File: src/rtl/alu_exec_unit_if.sv
// rtl/alu_exec_unit_if.sv - operand/result handshake bundle for the ALU execute stage
interface alu_exec_unit_if #(
  parameter int WIDTH = 16
);
  logic             in_valid;
  logic             in_ready;
  logic [3:0]       opcode;
  logic [3:0]       opext;
  logic [WIDTH-1:0] a;
  logic [WIDTH-1:0] b;
  logic             out_valid;
  logic             out_ready;
  logic [WIDTH-1:0] result;
  logic [4:0]       flags;
  logic             busy;

  modport master (
    output in_valid, opcode, opext, a, b, out_ready,
    input  in_ready, out_valid, result, flags, busy
  );

  modport slave (
    input  in_valid, opcode, opext, a, b, out_ready,
    output in_ready, out_valid, result, flags, busy
  );
endinterface

File: src/rtl/alu_exec_unit.sv
// rtl/alu_exec_unit.sv - registered ALU execute stage; ALU_MUL_EN adds a multi-cycle multiply
module alu_exec_unit #(
  parameter int WIDTH = 16,
  parameter int CNT_W = 5
) (
  input  logic           clk,
  input  logic           reset,
  alu_exec_unit_if.slave bus
);

  typedef enum logic [1:0] {S_IDLE, S_EXEC, S_HOLD} state_t;
  typedef enum logic [3:0] {
    OP_MOV, OP_ADD, OP_SUB, OP_AND, OP_XOR, OP_OR, OP_CMP, OP_LSH, OP_MUL
  } op_t;

  // flag bit positions inside {C,L,F,Z,N}
  localparam int FC = 4;
  localparam int FL = 3;
  localparam int FF = 2;
  localparam int FZ = 1;
  localparam int FN = 0;

  localparam logic [WIDTH:0] WIDTH_EXT = (WIDTH + 1)'(WIDTH);

  state_t           state, state_nxt;
  op_t              op;
  logic             is_multi;
  logic             accept;
  logic [WIDTH-1:0] result_q;
  logic [4:0]       flags_q;
  logic [WIDTH-1:0] alu_res;
  logic [4:0]       alu_flags;
  logic [WIDTH:0]   sum;
  logic [WIDTH:0]   diff;
  logic [WIDTH:0]   mag;
  logic [WIDTH:0]   sat;
  logic [CNT_W-1:0] lsh_cnt;
  logic [WIDTH-1:0] acc, acc_next;
  logic [CNT_W-1:0] rem;
  logic             shl;
  logic             do_shift;
  logic             done;
`ifdef ALU_MUL_EN
  logic             mul_mode;
  logic [WIDTH-1:0] mcand;
  logic [WIDTH-1:0] mplier;
`endif

  function automatic op_t decode_code(input logic [3:0] c);
    case (c)
      4'b0101: decode_code = OP_ADD;
      4'b1001: decode_code = OP_SUB;
      4'b0001: decode_code = OP_AND;
      4'b0011: decode_code = OP_XOR;
      4'b0010: decode_code = OP_OR;
      4'b1011: decode_code = OP_CMP;
      default: decode_code = OP_MOV;
    endcase
  endfunction

  // opcode 0000 defers to opext, which also carries the multi-cycle ops
  always_comb begin
    op = OP_MOV;
    if (bus.opcode != 4'b0000) begin
      op = decode_code(bus.opcode);
    end else begin
      op = decode_code(bus.opext);
      if (bus.opext == 4'b0100) op = OP_LSH;
`ifdef ALU_MUL_EN
      if (bus.opext == 4'b1110) op = OP_MUL;
`endif
    end
  end

  assign is_multi = (op == OP_LSH) || (op == OP_MUL);
  assign accept   = bus.in_valid && bus.in_ready;

  // single-cycle result and flag update; untouched flags carry over
  always_comb begin
    sum       = {1'b0, bus.a} + {1'b0, bus.b};
    diff      = {1'b0, bus.a} - {1'b0, bus.b};
    alu_res   = bus.b;
    alu_flags = flags_q;
    case (op)
      OP_ADD: begin
        alu_res       = sum[WIDTH-1:0];
        alu_flags[FC] = sum[WIDTH];
        alu_flags[FF] = (bus.a[WIDTH-1] == bus.b[WIDTH-1]) && (sum[WIDTH-1] != bus.a[WIDTH-1]);
        alu_flags[FZ] = (sum[WIDTH-1:0] == '0);
      end
      OP_SUB: begin
        alu_res       = diff[WIDTH-1:0];
        alu_flags[FC] = diff[WIDTH];
        alu_flags[FF] = (bus.a[WIDTH-1] != bus.b[WIDTH-1]) && (diff[WIDTH-1] != bus.a[WIDTH-1]);
        alu_flags[FZ] = (diff[WIDTH-1:0] == '0);
      end
      OP_AND: alu_res = bus.a & bus.b;
      OP_XOR: alu_res = bus.a ^ bus.b;
      OP_OR:  alu_res = bus.a | bus.b;
      OP_CMP: begin
        alu_res       = bus.a;
        alu_flags[FC] = 1'b0;
        alu_flags[FF] = 1'b0;
        alu_flags[FL] = (bus.a < bus.b);
        alu_flags[FN] = ($signed(bus.a) < $signed(bus.b));
        alu_flags[FZ] = (bus.a == bus.b);
      end
      default: alu_res = bus.b;
    endcase
  end

  // shift magnitude is computed one bit wider so -2**(WIDTH-1) does not overflow
  always_comb begin
    mag     = bus.b[WIDTH-1] ? -{1'b1, bus.b} : {1'b0, bus.b};
    sat     = (mag > WIDTH_EXT) ? WIDTH_EXT : mag;
    lsh_cnt = (sat == '0) ? CNT_W'(1) : CNT_W'(sat);
  end

  // one iteration of the running shift or shift-add multiply
  always_comb begin
    acc_next = acc;
    if (do_shift) acc_next = shl ? {acc[WIDTH-2:0], 1'b0} : {1'b0, acc[WIDTH-1:1]};
`ifdef ALU_MUL_EN
    if (mul_mode) acc_next = acc + (mplier[0] ? mcand : '0);
`endif
  end

  assign done = (rem == CNT_W'(1));

  // state register
  always_ff @(posedge clk or posedge reset) begin
    if (reset) state <= S_IDLE;
    else       state <= state_nxt;
  end

  // next-state: single-cycle ops land in HOLD, multi-cycle ops pass through EXEC
  always_comb begin
    state_nxt = state;
    case (state)
      S_IDLE: if (accept) state_nxt = is_multi ? S_EXEC : S_HOLD;
      S_EXEC: if (done) state_nxt = S_HOLD;
      S_HOLD: begin
        if (bus.out_ready) begin
          if (bus.in_valid) state_nxt = is_multi ? S_EXEC : S_HOLD;
          else              state_nxt = S_IDLE;
        end
      end
      default: state_nxt = S_IDLE;
    endcase
  end

  // handshake outputs decoded from the state
  always_comb begin
    bus.in_ready  = (state == S_IDLE) || ((state == S_HOLD) && bus.out_ready);
    bus.out_valid = (state == S_HOLD);
    bus.busy      = (state == S_EXEC);
  end

  // datapath: capture results on accept, iterate while executing, hold otherwise
  always_ff @(posedge clk or posedge reset) begin
    if (reset) begin
      result_q <= '0;
      flags_q  <= '0;
      acc      <= '0;
      rem      <= '0;
      shl      <= 1'b0;
      do_shift <= 1'b0;
`ifdef ALU_MUL_EN
      mul_mode <= 1'b0;
      mcand    <= '0;
      mplier   <= '0;
`endif
    end else if (accept) begin
      if (!is_multi) begin
        result_q <= alu_res;
        flags_q  <= alu_flags;
      end
      acc      <= bus.a;
      rem      <= lsh_cnt;
      shl      <= ~bus.b[WIDTH-1];
      do_shift <= (sat != '0);
`ifdef ALU_MUL_EN
      mul_mode <= (op == OP_MUL);
      mcand    <= bus.a;
      mplier   <= bus.b;
      if (op == OP_MUL) begin
        acc      <= '0;
        rem      <= CNT_W'(WIDTH);
        do_shift <= 1'b0;
      end
`endif
    end else if (state == S_EXEC) begin
      acc <= acc_next;
      rem <= rem - CNT_W'(1);
`ifdef ALU_MUL_EN
      mcand  <= {mcand[WIDTH-2:0], 1'b0};
      mplier <= {1'b0, mplier[WIDTH-1:1]};
`endif
      if (done) result_q <= acc_next;
    end
  end

  assign bus.result = result_q;
  assign bus.flags  = flags_q;

endmodule
File: src/flat_wrapper.sv
// flat-port wrapper written by rule: the top's interface ports become plain ports
module alu_exec_unit_flat 
#(
  parameter int WIDTH = 16,
  parameter int CNT_W = 5
)
  (clk, reset, bus_in_valid, bus_opcode, bus_opext, bus_a, bus_b, bus_out_ready, bus_in_ready, bus_out_valid, bus_result, bus_flags, bus_busy);
  alu_exec_unit_if #(.WIDTH(WIDTH)) bus_i ();
  input  logic clk;
  input  logic reset;
  input wire logic [$bits(bus_i.in_valid)-1:0] bus_in_valid;
  input wire logic [$bits(bus_i.opcode)-1:0] bus_opcode;
  input wire logic [$bits(bus_i.opext)-1:0] bus_opext;
  input wire logic [$bits(bus_i.a)-1:0] bus_a;
  input wire logic [$bits(bus_i.b)-1:0] bus_b;
  input wire logic [$bits(bus_i.out_ready)-1:0] bus_out_ready;
  output wire logic [$bits(bus_i.in_ready)-1:0] bus_in_ready;
  output wire logic [$bits(bus_i.out_valid)-1:0] bus_out_valid;
  output wire logic [$bits(bus_i.result)-1:0] bus_result;
  output wire logic [$bits(bus_i.flags)-1:0] bus_flags;
  output wire logic [$bits(bus_i.busy)-1:0] bus_busy;
  assign bus_i.in_valid = bus_in_valid;
  assign bus_i.opcode = bus_opcode;
  assign bus_i.opext = bus_opext;
  assign bus_i.a = bus_a;
  assign bus_i.b = bus_b;
  assign bus_i.out_ready = bus_out_ready;
  assign bus_in_ready = bus_i.in_ready;
  assign bus_out_valid = bus_i.out_valid;
  assign bus_result = bus_i.result;
  assign bus_flags = bus_i.flags;
  assign bus_busy = bus_i.busy;
  alu_exec_unit #(.WIDTH(WIDTH), .CNT_W(CNT_W)) u_core (.clk(clk), .reset(reset), .bus(bus_i));
endmodule
File: config.mk
export PLATFORM = sky130hd
export DESIGN_NAME = alu_exec_unit_flat
export DESIGN_NICKNAME = d
export VERILOG_FILES = /design/src/rtl/alu_exec_unit_if.sv /design/src/rtl/alu_exec_unit.sv /design/src/flat_wrapper.sv
export SDC_FILE = /design/constraint.sdc
export NUM_CORES = 1
export LEC_CHECK = 0
export BUFFER_PORTS_ARGS = -buffer_cell sky130_fd_sc_hd__buf_2
export CORE_MARGIN = 10
export CORE_UTILIZATION = 55
export DETAILED_ROUTE_END_ITERATION = 10
export MAX_ROUTING_LAYER = met4
export PLACE_DENSITY = 0.82
export SLEW_MARGIN = 5
export SYNTH_ARGS = -nofsm -noshare
export SYNTH_HDL_FRONTEND = slang
export SYNTH_SLANG_ARGS = --single-unit
File: constraint.sdc
create_clock -name clk -period 1.8 [get_ports clk]
set_input_delay 0.36 -clock clk [delete_from_list [all_inputs] [get_ports clk]]
set_output_delay 0.36 -clock clk [all_outputs]
set_load 0.02 [all_outputs]
==> flow_summary.toml, run 1 <==
[clock_tree]
cts_buffers = 5
cts.htree.levels = 2
cts_root_buffer = "clkbuf_8"
cts.path.max_buffers = 2
cts_sinks = 46

[synth]
avgSynthCellArea_um2 = 7.30
ys_seq_elements = 46
synth-edff-count = 0
syn_inst = 836
syn_nets = 933
yosysSeqAreaShare_pct = 18.9
mappedNetlistArea_um2 = 6100
yosysWarnings = 0
ys.flop_type = "dfrtp_1"
synth.distinct_cells = 73
async_flop_share_pct = 100

[placed_design]
dp_hpwl_um = 21600
dpl_cell_area_um2 = 8700
place_congestion = 1.19
numPortBuffers = 67

[run_status]
tool.error = "[ERROR GRT-0232] Routing congestion too high. Check the congestion heatmap in the GUI."
outcome = "aborted with a tool error"
stop_stage = "5_1_grt"

[sta]
worst_endpoint = "u_core.bus.flags[1]$_DFFE_PP0P_/D"
endpoint_type = "sequential cell input"

[floorplanning]
die_y_um = 125
floorplan.initialDensity_pct = 56.3
io_pins = 68
placementRows = 38
die_w_um = 125

[grt]
track_usage_pct = 91.2
overflow = 1152
grt_max_degree = 29
-- metal layers --
layer | global-route usage (%) | GRT overflow
met5 | - | -
met4 | 101 | 251
met3 | 71.7 | 19
met2 | 115 | 856
met1 | 79.4 | 26
-- cell usage after synthesis, types with 8 or more instances --
cell	count	area, um2
o221ai_1	14	123
nor3_1	20	100
a31oi_1	30	188
a21o_1	8	60.1
a22oi_1	9	67.6
inv_1	59	221
o31ai_1	13	97.6
ha_1	51	638
clkbuf_1	43	161
o21a_1	9	67.6
nor2_1	82	308
mux2i_1	21	210
a211oi_1	14	105
nand3_1	12	60.1
dfrtp_1	46	1150
nor2b_1	8	50.1
nor4_1	8	50.1
o211ai_1	22	165
o21ai_0	76	380
nand2_1	69	259
xnor2_1	23	201
a21oi_1	54	270
-- metrics by stage --
stage	TNS, ns	cells	setup WS, ns
floorplan	-12.04	836	-0.886
detailed placement	-27.95	1235	-1.28
global placement	-25.29	1235	-1.13
CTS	-13.64	1282	-0.759
-- cell families after synthesis --
| logic type | synth area share [%] |
|---|---|
| mux | 3.63 |
| compound gates | 36.0 |
| flops | 18.9 |
| buf+inv | 7.32 |
| fa+ha+maj | 11.1 |
| xor+xnor | 3.59 |
| simple gates | 19.5 |
-- repair_timing --
| item | CTS |
|---|---|
| gates resized for setup | 160 |
| pin swaps | 79 |
| buffers inserted | 43 |
| hold buffers | 0 |
| endpoints found under the setup margin | 28 |
| gates cloned | 1 |
| hold endpoints to repair | 0 |
==> run 2, diff against run 1 <==
--- a/config.mk
+++ b/config.mk
@@ -7,10 +7,9 @@
 export LEC_CHECK = 0
 export BUFFER_PORTS_ARGS = -buffer_cell sky130_fd_sc_hd__buf_2
 export CORE_MARGIN = 10
-export CORE_UTILIZATION = 55
+export CORE_UTILIZATION = 40
 export DETAILED_ROUTE_END_ITERATION = 10
-export MAX_ROUTING_LAYER = met4
-export PLACE_DENSITY = 0.82
+export PLACE_DENSITY_LB_ADDON = 0.15
 export SLEW_MARGIN = 5
 export SYNTH_ARGS = -nofsm -noshare
 export SYNTH_HDL_FRONTEND = slang
==> constraint.sdc (replaced) <==
create_clock -name clk -period 2.3 [get_ports clk]
set_input_delay 0.46 -clock clk [delete_from_list [all_inputs] [get_ports clk]]
set_output_delay 0.46 -clock clk [all_outputs]
set_load 0.02 [all_outputs]
==> flow_summary.toml, run 2 <==
[run_status]
outcome = "complete, but fails checks"
violations = "negative setup slack"

[sta]
rsz0062_at_grt = "true"
report.final.hold_viol_count = 0
fmax_mhz = 349
finalSetupViolations = 23
worstMarginPinSlew_ns = 0.793
final.period_utilization_pct = 125
fin_ws_ns = -0.569
max_slew_margin_pct = 46.4
drv_slew = 0
fin_skew_ns = 0.00746
holdWs_ns = 0.250
finalCriticalPeriod_ns = 2.87

[critical_path]
cp_slowest_stage_delay_ns = 0.49
path_buf_inv = 3
required_ns = 2.51
cp_num_cells = 12
critPathKind = "in -> reg"
cpMaxStageDelayCell = "or4_1"
cp-start-kind = "primary input"
critPathArrivalTime_ns = 3.08
end_kind = "flip-flop"
cpMostUsedCell = "or4_1"
cp_top_family = "simple AND/OR/NAND/NOR gates"
rr_worst_depth = 6
critPathMaxFanout = 5
path_cells = "buf_8 -> clkinvlp_4 -> ha_4 -> a211oi_4 -> o41ai_4 -> a311oi_4 -> buf_6 -> nor2_4 -> xnor2_1 -> or4_1 -> or4_1 -> a31oi_1"

[floorplanning]
die-area_um2 = 20600
die_w_um = 144
die_y_um = 144
core_area_um2 = 15100
placementRows = 45
io_pins = 68
floorplan.initialDensity_pct = 40.4

[finish]
final_common_cell = "buf_4"
n_fill_cell = 1295
instances_no_fill = 1335
final_util_pct = 67.1
layout_common_cells = "258 x buf_4, 76 x nor2_1, 67 x nand2_1"
area.growth.synth_to_final_pct = 65.9
final_nets = 1243
n_antenna_cell = 0
seq_area_um2 = 1150
drive_gt1_share_pct = 46.4
multi_input_area_um2 = 5490

[synth]
ys.flop_type = "dfrtp_1"
mappedNetlistArea_um2 = 6100
ys_seq_elements = 46
syn_nets = 933
async_flop_share_pct = 100
synth_commonest_cells = "82 x nor2_1, 76 x o21ai_0, 69 x nand2_1, 59 x inv_1, 54 x a21oi_1"
yosysTopAreaCellShare_pct = 18.9
yosysWarnings = 0
yosysMostFrequentCell = "nor2_1"
syn_inst = 836
yosysSeqAreaShare_pct = 18.9
avgSynthCellArea_um2 = 7.30
synth-edff-count = 0
synth.distinct_cells = 73
yosys.area.top_type = "dfrtp_1"
synth_area_leaders = "dfrtp_1 19%, ha_1 10%, o21ai_0 6.2%"

[placed_design]
numPortBuffers = 67
dp_hpwl_um = 22600
place_congestion = 1.05
dp.cells = 1299

[clock_tree]
cts_sinks = 46
cts_buffers = 5
cts.htree.levels = 2
tritoncts = "yes"
clkLatencyLatePin_ns = 0.29
clkTransAtPathRegs_ns = 0.07
cts_hold_buf = 0
cts_root_buffer = "clkbuf_16"
cts.path.max_buffers = 2

[drt]
wl_per_cell_um = 22.0
drt_iter0_drc = 813
ant_nets = 0
drc_errors = 0
vias = 8083
viasPerCell = 6.05
first_pass_iters = 6
finalWirelength_um = 29300

[pwr]
p_int_mw = 2.74
p_leak_nw = 4.48
pwr-share-clk_pct = 18.0
p_comb_share_pct = 59.1
p_sw_mw = 1.95
switching_share_pct = 41.5
seq_power_share_pct = 22.9
max-vdd-ir-drop_uv = 362
power.density_nw_per_um2 = 463

[grt]
grt_pass1_wl_um = 44100
grt_max_degree = 28
overflow = 0
antenna_found_initial = 1
track_usage_pct = 27.1
grt_pass1_vias = 7962

[worst_hold_path]
holdCritPathClass = "in -> async"

[flow_run]
max_cap_viol_count = 0
-- run 2: cell counts after synthesis --
No cell type changed its count.
-- run 2: layout make-up --
type / instances / share of cell area (%)
inverters: 61 / 2.67
clock inverters: 3 / 0.433
flip-flops and latches: 46 / 11.4
multi-input cells: 676 / 54.2
clock buffers: 5 / 1.24
well taps: 188 / 2.32
repair buffers: 356 / 27.8
-- run 2: kinds of logic (layout without fill, tap and decap cells) --
group	count (synthesis)	in the layout	synth area share [%]
compound gates	323	323	36.0
simple gates	252	253	19.5
buf+inv	115	425	7.32
fa+ha+maj	53	53	11.1
flops	46	46	18.9
xor+xnor	25	25	3.59
mux	22	22	3.63
-- run 2: power groups by stage --
stage / combinational (mW) / clock (mW) / sequential, mW
2_1_floorplan: 1.16 / 0 / 1.18
3_3_place_gp: 2.33 / 0 / 1.07
3_5_place_dp: 2.36 / 0 / 1.08
4_1_cts: 2.57 / 0.853 / 1.07
5_1_grt: 2.95 / 0.890 / 1.09
6_report: 2.77 / 0.845 / 1.07
-- run 2: through the flow --
stage / power, mW / TNS, ns / cell area [um2] / setup slack [ns]
final: 4.69 / -5.82 / 10100 / -0.569
after global routing: 4.93 / -7.92 / 10100 / -0.618
after CTS: 4.49 / -5.53 / 9650 / -0.521
after detailed placement: 3.44 / -18.00 / 8830 / -0.931
after global placement: 3.41 / -16.67 / 8830 / -0.877
after floorplan: 2.34 / -2.78 / 6470 / -0.486
-- run 2: path summary, 6_finish.rpt --
kind	startpoint	to	slack, ns
max	bus_b[1]	u_core.bus.flags[1]	-0.57
min in group clk	bus_out_ready	u_core.state[1]	0.48
min	reset	u_core.bus.flags[1]	0.25
max in group asynchronous	reset	u_core.acc[0]	1.34
min reg2reg	u_core.bus.flags[0]	u_core.bus.flags[0]	0.48
max reg2reg	u_core.state[1]	u_core.bus.flags[4]	0.48
-- run 2: what timing repair did --
action	in CTS	in global routing
pin swaps	58	72
setup endpoints to repair	27	28
gates resized for setup	123	74
gates cloned	0	3
buffers inserted	18	13
-- run 2: routing by layer --
metal | part of all wire, % | up-vias | GRT usage (%)
met5 | 0.058 | - | 0
met4 | 3.3 | 2 | 8.92
met3 | 5.4 | 71 | 2.90
met2 | 47 | 338 | 44.1
met1 | 44 | 3949 | 36.4
li1 | - | 3723 | -
No activity file was read; power rests on OpenSTA's default activity.
